$ cat src/rtl/inert_seq.sv
// inert_seq: SPI transaction sequencer for the iNEMO inertial sensor.
// After reset it waits out the sensor power-up interval, writes three
// configuration registers, then answers each data-ready interrupt by reading
// the yaw-rate low and high bytes and presenting the signed 16-bit result with
// a one-cycle valid pulse.
module inert_seq #(
  parameter bit FAST_SIM = 1'b1
) (
  input  logic        clk,
  input  logic        rst_n,
  input  logic        INT,
  input  logic        done,
  input  logic [15:0] resp,
  output logic        wrt,
  output logic [15:0] cmd,
  output logic [15:0] yaw_rt,
  output logic        vld,
  output logic        init_done
);

  typedef enum logic [2:0] {
    StInitWait,
    StCfg1,
    StCfg2,
    StCfg3,
    StIdle,
    StRdl,
    StRdh,
    StVld
  } state_e;

  // Last timer value of the power-up wait; the transition fires on the cycle
  // after the timer shows this value.
  localparam logic [15:0] TimerTerm = FAST_SIM ? 16'd511 : 16'hFFFF;

  // Sensor register accesses: bit 15 set marks a read.
  localparam logic [15:0] CmdCfgInt  = 16'h0D02;  // INT1 on gyro data-ready
  localparam logic [15:0] CmdCfgOdr  = 16'h1160;  // gyro 416 Hz, 250 dps
  localparam logic [15:0] CmdCfgRnd  = 16'h1440;  // output rounding on
  localparam logic [15:0] CmdRdYawL  = 16'hA600;
  localparam logic [15:0] CmdRdYawH  = 16'hA700;

  state_e      state_q, state_d;
  logic [15:0] timer_q, timer_d;
  logic        wrt_q, wrt_d;
  logic [15:0] cmd_q, cmd_d;
  logic [7:0]  yaw_l_q, yaw_l_d;
  logic [15:0] yaw_rt_q, yaw_rt_d;
  logic        vld_q, vld_d;
  logic        init_done_q, init_done_d;
  logic        int_ff1_q, int_ff2_q;

  // Only the low byte of each SPI response carries register data.
  logic unused_resp_hi;
  assign unused_resp_hi = ^resp[15:8];

  // Two-flop synchronizer for the asynchronous interrupt level.
  always_ff @(posedge clk or negedge rst_n) begin
    if (!rst_n) begin
      int_ff1_q <= 1'b0;
      int_ff2_q <= 1'b0;
    end else begin
      int_ff1_q <= INT;
      int_ff2_q <= int_ff1_q;
    end
  end

  // Next-state and registered-output decode. wrt is raised only on the
  // transition into a transaction state, so it can never re-fire while the
  // sequencer waits inside that state.
  always_comb begin
    state_d     = state_q;
    timer_d     = timer_q;
    wrt_d       = 1'b0;
    cmd_d       = cmd_q;
    yaw_l_d     = yaw_l_q;
    yaw_rt_d    = yaw_rt_q;
    vld_d       = 1'b0;
    init_done_d = init_done_q;

    unique case (state_q)
      StInitWait: begin
        // Interrupts and stray done pulses are ignored until configured.
        if (timer_q == TimerTerm) begin
          state_d = StCfg1;
          wrt_d   = 1'b1;
          cmd_d   = CmdCfgInt;
        end else begin
          timer_d = timer_q + 16'd1;
        end
      end

      StCfg1: begin
        if (done) begin
          state_d = StCfg2;
          wrt_d   = 1'b1;
          cmd_d   = CmdCfgOdr;
        end
      end

      StCfg2: begin
        if (done) begin
          state_d = StCfg3;
          wrt_d   = 1'b1;
          cmd_d   = CmdCfgRnd;
        end
      end

      StCfg3: begin
        if (done) begin
          state_d     = StIdle;
          init_done_d = 1'b1;
        end
      end

      StIdle: begin
        // Level trigger: an interrupt held through configuration starts a read
        // on the first idle cycle.
        if (int_ff2_q) begin
          state_d = StRdl;
          wrt_d   = 1'b1;
          cmd_d   = CmdRdYawL;
        end
      end

      StRdl: begin
        if (done) begin
          yaw_l_d = resp[7:0];
          state_d = StRdh;
          wrt_d   = 1'b1;
          cmd_d   = CmdRdYawH;
        end
      end

      StRdh: begin
        // Both bytes land in yaw_rt together so the integrator never sees a
        // half-updated sample.
        if (done) begin
          yaw_rt_d = {resp[7:0], yaw_l_q};
          vld_d    = 1'b1;
          state_d  = StVld;
        end
      end

      StVld: begin
        // A still-asserted interrupt chains straight into the next read.
        if (int_ff2_q) begin
          state_d = StRdl;
          wrt_d   = 1'b1;
          cmd_d   = CmdRdYawL;
        end else begin
          state_d = StIdle;
        end
      end

      default: begin
        state_d = StInitWait;
        timer_d = 16'd0;
      end
    endcase
  end

  // Sequencer state, power-up timer and registered outputs.
  always_ff @(posedge clk or negedge rst_n) begin
    if (!rst_n) begin
      state_q     <= StInitWait;
      timer_q     <= 16'd0;
      wrt_q       <= 1'b0;
      cmd_q       <= 16'd0;
      yaw_l_q     <= 8'd0;
      yaw_rt_q    <= 16'd0;
      vld_q       <= 1'b0;
      init_done_q <= 1'b0;
    end else begin
      state_q     <= state_d;
      timer_q     <= timer_d;
      wrt_q       <= wrt_d;
      cmd_q       <= cmd_d;
      yaw_l_q     <= yaw_l_d;
      yaw_rt_q    <= yaw_rt_d;
      vld_q       <= vld_d;
      init_done_q <= init_done_d;
    end
  end

  assign wrt       = wrt_q;
  assign cmd       = cmd_q;
  assign yaw_rt    = yaw_rt_q;
  assign vld       = vld_q;
  assign init_done = init_done_q;

endmodule

$ cat config.mk
export PLATFORM = sky130hd
export DESIGN_NAME = inert_seq
export DESIGN_NICKNAME = d
export VERILOG_FILES = /design/src/rtl/inert_seq.sv
export SDC_FILE = /design/constraint.sdc
export NUM_CORES = 1
export LEC_CHECK = 0
export CELL_PAD_IN_SITES_DETAIL_PLACEMENT = 1
export CELL_PAD_IN_SITES_GLOBAL_PLACEMENT = 1
export CORE_ASPECT_RATIO = 0.5
export CORE_MARGIN = 2
export CORE_UTILIZATION = 30
export CTS_BUF_LIST = sky130_fd_sc_hd__clkbuf_4 sky130_fd_sc_hd__clkbuf_8
export DETAILED_ROUTE_END_ITERATION = 10
export PLACE_DENSITY_LB_ADDON = 0.1
export RECOVER_POWER = 25
export SKIP_LAST_GASP = 1
export SYNTH_ARGS = -nofsm -noshare
export SYNTH_HDL_FRONTEND = slang
export SYNTH_SLANG_ARGS = --single-unit
$ cat constraint.sdc
create_clock -name clk -period 2.3 [get_ports clk]
set_input_delay 0.46 -clock clk [delete_from_list [all_inputs] [get_ports clk]]
set_output_delay 0.46 -clock clk [all_outputs]
set_load 0.01 [all_outputs]
# Yosys cells after proc, flatten, opt, wreduce, memory -nomap -nowiden

Cells that the tools add are included.

Add/sub/neg operators: 1
Multipliers: 0
Div/mod/pow operators: 0
$lt $le $gt $ge: 0
Eq/ne operators: 16
Shift-type cells: 0
Muxes and demuxes: 20
Bitwise logic cells: 1
Reductions and logical operators: 10

Operators by type and width:

| operator                                                               | number |
|---|---|
| 16-bit two-way mux                                                     | 5 |
| 16-bit case mux with 5 select lines                                    | 1 |
| 3-bit case mux with 8 select lines                                     | 1 |
| 3-bit two-way mux                                                      | 7 |
| 16-bit by 1-bit adder with 16-bit output, second input constant        | 1 |
| 16-bit by 9-bit equality test with 1-bit output, second input constant | 1 |
| 2-bit != test, second input constant                                   | 7 |
| 3-bit equality test, second input constant                             | 4 |
| 2-bit AND reduction                                                    | 4 |
| 7-bit AND reduction                                                    | 1 |
| 3-bit by 2-bit equality test with 1-bit output, second input constant  | 2 |
| 6-bit AND reduction                                                    | 1 |
| 1-bit two-way mux                                                      | 5 |
| 5-bit nonzero test                                                     | 1 |
| 3-bit by 1-bit equality test with 1-bit output, second input constant  | 1 |
| 3-bit logical NOT                                                      | 1 |
| 1-bit case mux with 3 select lines                                     | 1 |
| 3-bit OR reduction                                                     | 1 |
| 2-bit by 1-bit != test with 1-bit output, second input constant        | 1 |
| 2-bit OR reduction                                                     | 1 |
| 1-bit NOT                                                              | 1 |

Flip-flop bits (word level): 64
Latch bits: 0
Memory bits (writable): 0
Bits in read-only memories: 0
Bits of input ports: 20
Word-level logic and storage cells: 58
Memories: 0

# Logic depth before layout (Yosys ltp)

Gate-level depths: netlist (run 1).

Depth after elaboration: 4
Depth in mapped cells: 7

# Least setup slack after synthesis (run 1)

No wires, ideal clock.

Path kind: reg-to-reg
Start: register timer_q[12]
End: register state_q[1]
Arrival time: 2.159 ns
Slack: 0.013 ns
Stages on the path, launching flop included: 5
Period minus slack after synthesis: 2.287 ns
Cell sequence: dfrtp_1 -> or4_4 -> o41a_1 -> a311oi_2 -> mux2_1

Word-level cells in the longest chain between the ends: 3

Ends and longest elaborated chain:

| element                                         | line | text |
|---|---|---|
| start: declaration                              | 44   | `logic [15:0] timer_q, timer_d;` |
| start signal: assignment                        | 176  | `timer_q <= timer_d;` |
| 16-bit by 9-bit equality test with 1-bit output | 84   | `if (timer_q == TimerTerm) begin` |
| 2-bit != test (no source line)                  | --   |  |
| 7-bit AND reduction (no source line)            | --   |  |
| end signal: assignment                          | 166  | `state_q <= StInitWait;` |
| end signal: assignment                          | 175  | `state_q <= state_d;` |
| end: declaration                                | 43   | `state_e state_q, state_d;` |

Every way passes these cells.
A chain may end at the register's enable or synchronous reset.

# Final worst setup path (run 1)

Ends and elaborated chain as after synthesis.

==> results of run 1 <==
cell type report:
cell class / instances / area (um2)
Clock buffer: 6 / 76.32
Clock inverter: 2 / 37.54
Fill cell: 866 / 4865
Inverter: 10 / 37.54
Multi-Input combinational cell: 128 / 1052
Sequential cell: 54 / 1351
Tap cell: 112 / 140.1
Timing Repair Buffer: 58 / 526.8
state kept, by name, summed over array words and instances (netlist names), 3 cells and up:
name     cells
timer_q     16
yaw_rt      16
state_q      3
yaw_l_q      8
cmd          6
placed cells by master, fill, tap and decap left out, types with 4 or more instances in the layout:
master           count
nand2_1              7
mux2_2              24
a21oi_1              5
nor3_1               4
inv_1               10
xnor2_1             11
conb_1               6
nor2_1               8
dfrtp_1             54
buf_4               17
nand3_1              9
ha_1                 6
clkbuf_8             5
nand4_1              5
clkdlybuf4s50_1     38
xor2_1               4
report_power, final:
group          internal (mW)  switching [mW]
clock                  0.337           0.317
combinational           1.00           0.755
sequential              1.28           0.226
metrics by stage:
step	util (%)	instance area, um2	power, mW
2_1_floorplan	-	2540	2.568
3_3_place_gp	38.60	3122	3.256
3_5_place_dp	38.60	3122	3.313
4_1_cts	40.01	3236	3.991
5_1_grt	39.84	3222	4.227
6_report	39.84	3222	3.915
cells by family (layout without fill, tap and decap cells):
| family | count (synthesis) | count (layout) | share of synthesized area [%] |
|---|---|---|---|
| and+or+nand+nor | 47 | 47 | 10.22 |
| other | 1 | 6 | 0.1487 |
| adders and majority gates | 6 | 6 | 2.978 |
| xor gates and xnor gates | 15 | 15 | 5.211 |
| muxes | 31 | 31 | 14.14 |
| DFF | 54 | 54 | 53.60 |
| buffers and inverters | 27 | 76 | 5.509 |
| AOI/OAI and AO/OA | 23 | 23 | 8.189 |
per-layer routing:
| layer | vias up | global-route usage [%] | part of all wire [%] |
|---|---|---|---|
| li1 | 805 | - | - |
| met1 | 853 | 15.45 | 47 |
| met2 | 28 | 21.20 | 48 |
| met3 | 0 | 4.825 | 5.1 |
| met4 | 0 | 2.793 | 0 |
| met5 | - | 0 | 0 |
worst max-delay path, stage by stage, from the launching register on:
cell and delay, ns:
dfrtp_1 0.40, or4_4 0.58, o41a_1 0.48, a311oi_2 0.28, mux2_1 0.35
repair_timing:
item,CTS,global route
hold endpoints to repair,0,0
setup endpoints to repair,0,2
resized for setup,0,1
worst paths after layout:
path                                  start          to  slack, ns  cells past startpoint
worst max-delay path            timer_q[12]  state_q[1]        0.1                      4
worst min register to register    int_ff1_q   int_ff2_q       0.36                      0
max in group asynchronous             rst_n  timer_q[0]       0.46                      2
min in group asynchronous             rst_n   yaw_rt[5]       0.41                      1
worst max register to register  timer_q[12]  state_q[1]        0.1                      4
worst min-delay path              int_ff1_q   int_ff2_q       0.36                      0
==> flow_metrics.env, run 1 <==
export IMPL_status="finished, final reports clean"
export IMPL_finalSetupViolations=0
export IMPL_ys_top_cells_by_count="dfrtp_1, mux2_2, xnor2_1"
export IMPL_cts_root_buf="clkbuf_8"
export IMPL_num_rows=23
export IMPL_first_pass_iters=4
export IMPL_grt_setup_unrepaired="no"
export IMPL_yosys_warnings=0
export IMPL_final_setup_tns_ns=0
export IMPL_criticalPathCategory="register to register"
export IMPL_place_inst=362
export IMPL_ir_drop_uv=399.6
export IMPL_drc=0
export IMPL_synth_distinct_cells=43
export IMPL_die_h_um=68.82
export IMPL_clock_sinks=54
export IMPL_slew_limit_headroom_pct=13.41
export IMPL_dp_hpwl_um=3898
export IMPL_skew_ns=0.005012
export IMPL_initial_core_util_pct=31.18
export IMPL_cts_buffer_depth=2
export IMPL_tightest_slew_ns=1.299
export IMPL_drt_initial_drc_count=40
export IMPL_grt_max_degree=32
export IMPL_layout_cells_non_filler=370
export IMPL_grt_pass1_wl_um=8797
export IMPL_whs_ns=0.3621
export IMPL_grt_pass1_vias=1763
export IMPL_placement_io_buffers=40
export IMPL_path_clk_slew_ns=0.10
export IMPL_antenna_found_initial=0
export IMPL_syn2layout_area_growth_pct=27.79
export IMPL_dominantRegCellSynth="dfrtp_1"
export IMPL_wl_um=5212
export IMPL_worstPathArrival_ns=2.40
export IMPL_syn_inst=204
export IMPL_worst_slack_ns=0.09914
export IMPL_critPathLaunchType="register"
export IMPL_track_usage_pct=12.49
export IMPL_crit_path_end_kind="register"
export IMPL_core_area_um2=8087
export IMPL_die_area_um2=9197
export IMPL_netlist_area_um2=2521
export IMPL_finalCritPeriodShare_pct=95.69
export IMPL_dp_slack_ns=0.04397
export IMPL_yosysMostFrequentCell="dfrtp_1"
export IMPL_cts_setup_buffers=0
export IMPL_syn_area_per_cell_um2=12.36
export IMPL_ctsHoldBuffers=0
export IMPL_clock_latency_ns=0.31
export IMPL_post_drt_wl_per_cell_um=14.09
export IMPL_tritoncts="yes"
export IMPL_crit_fanout=4
export IMPL_synth_top_area_cell="dfrtp_1"
export IMPL_via_per_inst=4.557
export IMPL_synth_seq_cells=54
export IMPL_finalCriticalPeriod_ns=2.201
export IMPL_async_flop_share_pct=100.0
export IMPL_synth_edff_count=0
export IMPL_cp_required_ns=2.50
export IMPL_hold_viol_final=0
export IMPL_grt_remaining_overflow=0
export IMPL_io_pins=55
export IMPL_slew_viol_final=0
export IMPL_n_antenna_cell=0
export IMPL_cts_buffers=5
export IMPL_drv_cap=0
export IMPL_yosysTopAreaCellShare_pct=53.60
export IMPL_ys_seq_area_share_pct=53.60
export IMPL_synth_area_leaders="dfrtp_1, mux2_2, xnor2_1"
export IMPL_leakage_nw=1.425
export IMPL_route_vias_total=1686
export IMPL_drtAntennaViolNets=0
export IMPL_p_per_area_nw_per_um2=1215
export IMPL_fmax_mhz=454.4
export IMPL_hold_class="register to register"
export IMPL_drive_gt1_share_pct=23.64
export IMPL_die_w_um=133.6
export IMPL_nets=283
export IMPL_cts_max_level=2
export IMPL_place_congestion=0.7613
No activity file was read; power rests on OpenSTA's default activity.
==> inputs of run 2 (changes only) <==
CAP_MARGIN = 20   (was unset)
==> results of run 2 <==
The final DEF is identical to that of run 1; final timing and power are the same.
==> inputs of run 3 (changes only) <==
clock period = 1.8 ns   (was 2.3 ns; I/O delays follow)
==> run 3 against run 2 <==
Effect of this change: the flow now finishes with violations (setup timing); cell count up 9.7%; maximum frequency up 1.9%; combinational power up 77%; setup slack worse by 0.46 ns; total power up 54%; sequential share of layout area down 5.9 points; sequential cell count unchanged; register-to-register slack worse by 0.46 ns; count of clock-buffer cells in the layout unchanged; wire length up 18%; critical path depth unchanged; die area unchanged; critical path type unchanged; largest cell class unchanged.
==> flow_metrics.env, run 3 (synthesis gave the netlist of run 1 again) <==
export IMPL_status="complete, but fails checks"
export IMPL_violations="setup timing"
export IMPL_post_dp_cell_area_um2=3347
export IMPL_slew_limit_headroom_pct=9.468
export IMPL_track_usage_pct=14.31
export IMPL_clock_sinks=54
export IMPL_first_pass_iters=2
export IMPL_r2r_cells=4
export IMPL_placement_io_buffers=40
export IMPL_dp_hpwl_um=4331
export IMPL_die_w_um=133.6
export IMPL_finalCriticalPeriod_ns=2.160
export IMPL_tritoncts="yes"
export IMPL_slew_viol_final=0
export IMPL_via_per_inst=4.567
export IMPL_nets=319
export IMPL_grt_max_degree=55
export IMPL_hold_class="register to register"
export IMPL_worst_slack_ns=-0.3600
export IMPL_n_antenna_cell=0
export IMPL_die_area_um2=9197
export IMPL_final_common_cell="dfrtp_1"
export IMPL_antenna_found_initial=0
export IMPL_finalInstanceArea_um2=3746
export IMPL_initial_core_util_pct=31.18
export IMPL_post_drt_wl_per_cell_um=15.14
export IMPL_worstPathArrival_ns=2.37
export IMPL_grt_setup_unrepaired="yes"
export IMPL_grt_pass1_wl_um=9998
export IMPL_dp_slack_ns=-0.3802
export IMPL_path_clk_slew_ns=0.10
export IMPL_critPathLaunchType="register"
export IMPL_grt_remaining_overflow=0
export IMPL_cpMaxStageDelayCell="or4b_4"
export IMPL_crit_path_end_kind="register"
export IMPL_drive_gt1_share_pct=41.50
export IMPL_critical_path_max_stage_delay_ns=0.55
export IMPL_drt_initial_drc_count=32
export IMPL_die_h_um=68.82
export IMPL_finalSetupViolations=20
export IMPL_io_pins=55
export IMPL_cts_buffers=5
export IMPL_wl_um=6145
export IMPL_min_path_cells=0
export IMPL_hold_viol_final=0
export IMPL_n_fill_cell=853
export IMPL_crit_fanout=2
export IMPL_cts_root_buf="clkbuf_8"
export IMPL_p_per_area_nw_per_um2=1610
export IMPL_criticalPathCategory="register to register"
export IMPL_ctsHoldBuffers=0
export IMPL_tightest_slew_ns=1.358
export IMPL_final_setup_tns_ns=-4.207
export IMPL_cp_required_ns=2.01
export IMPL_finalCritPeriodShare_pct=120.0
export IMPL_num_rows=23
export IMPL_cts_buffer_depth=2
export IMPL_clock_latency_ns=0.31
export IMPL_cts_max_level=2
export IMPL_skew_ns=0.01021
export IMPL_mostFrequentLayoutCells="dfrtp_1, buf_4, clkdlybuf4s50_1"
export IMPL_drv_cap=0
export IMPL_path_cells="or4b_4, o41a_1, a311oi_2, mux2_1"
export IMPL_drtAntennaViolNets=0
export IMPL_syn2layout_area_growth_pct=48.59
export IMPL_core_area_um2=8087
export IMPL_route_vias_total=1854
export IMPL_leakage_nw=1.717
export IMPL_fmax_mhz=463.0
export IMPL_ir_drop_uv=611.0
export IMPL_grt_pass1_vias=1990
export IMPL_place_congestion=0.7282
export IMPL_drc=0
[run 3: power breakdown]
part           internal, mW  switching [mW]
combinational          1.83            1.28
sequential             1.63           0.278
clock                 0.593           0.416
[run 3: critical path: cells and delay by family (launching register included)]
kind	cells	cell delay (ns)
AND/OR/NAND/NOR	1	0.55
flip-flops	1	0.39
AO/OA/AOI/OAI	2	0.76
multiplexers	1	0.36
[run 3: final timing paths]
path | startpoint | end | slack (ns)
worst max-delay path | timer_q[10] | state_q[1] | -0.36
worst min-delay path | int_ff1_q | int_ff2_q | 0.38
worst max register to register | timer_q[10] | state_q[1] | -0.36
worst min register to register | int_ff1_q | int_ff2_q | 0.38
max in group asynchronous | rst_n | timer_q[6] | 0.56
min in group asynchronous | rst_n | yaw_rt[11] | 0.43
[run 3: per-layer routing]
layer,vias up,wire [um],track usage (%)
li1,881,-,-
met1,935,2753,16.95
met2,32,3049,25.32
met3,6,272,4.532
met4,0,70,5.053
met5,-,0,0
[run 3: stage by stage]
stage / cells / hold slack [ns] / utilization (%) / power (mW)
2_1_floorplan: 209 / 0.06441 / - / 3.347
3_3_place_gp: 385 / 0.3313 / 41.39 / 4.560
3_5_place_dp: 385 / 0.3587 / 41.39 / 4.645
4_1_cts: 400 / 0.02506 / 44.56 / 5.887
5_1_grt: 406 / 0.4156 / 46.33 / 6.448
6_report: 406 / 0.3774 / 46.33 / 6.030
[run 3: repair_timing]
action | 4_1_cts | 5_1_grt
pin swaps | 12 | 11
setup endpoints to repair | 25 | 50
buffers inserted | 7 | 9
resized for setup | 14 | 24
[run 3: cell type report]
type                       count  area [um2]  share of cell area [%]
timing repair buffer          94       853.3                   22.78
inverter                      10       37.54                   1.002
clock buffer                   6       82.58                   2.204
clock inverter                 2       60.06                   1.603
multi-input combinational    128        1221                   32.60
sequential                    54        1351                   36.07
tap                          112       140.1                   3.741
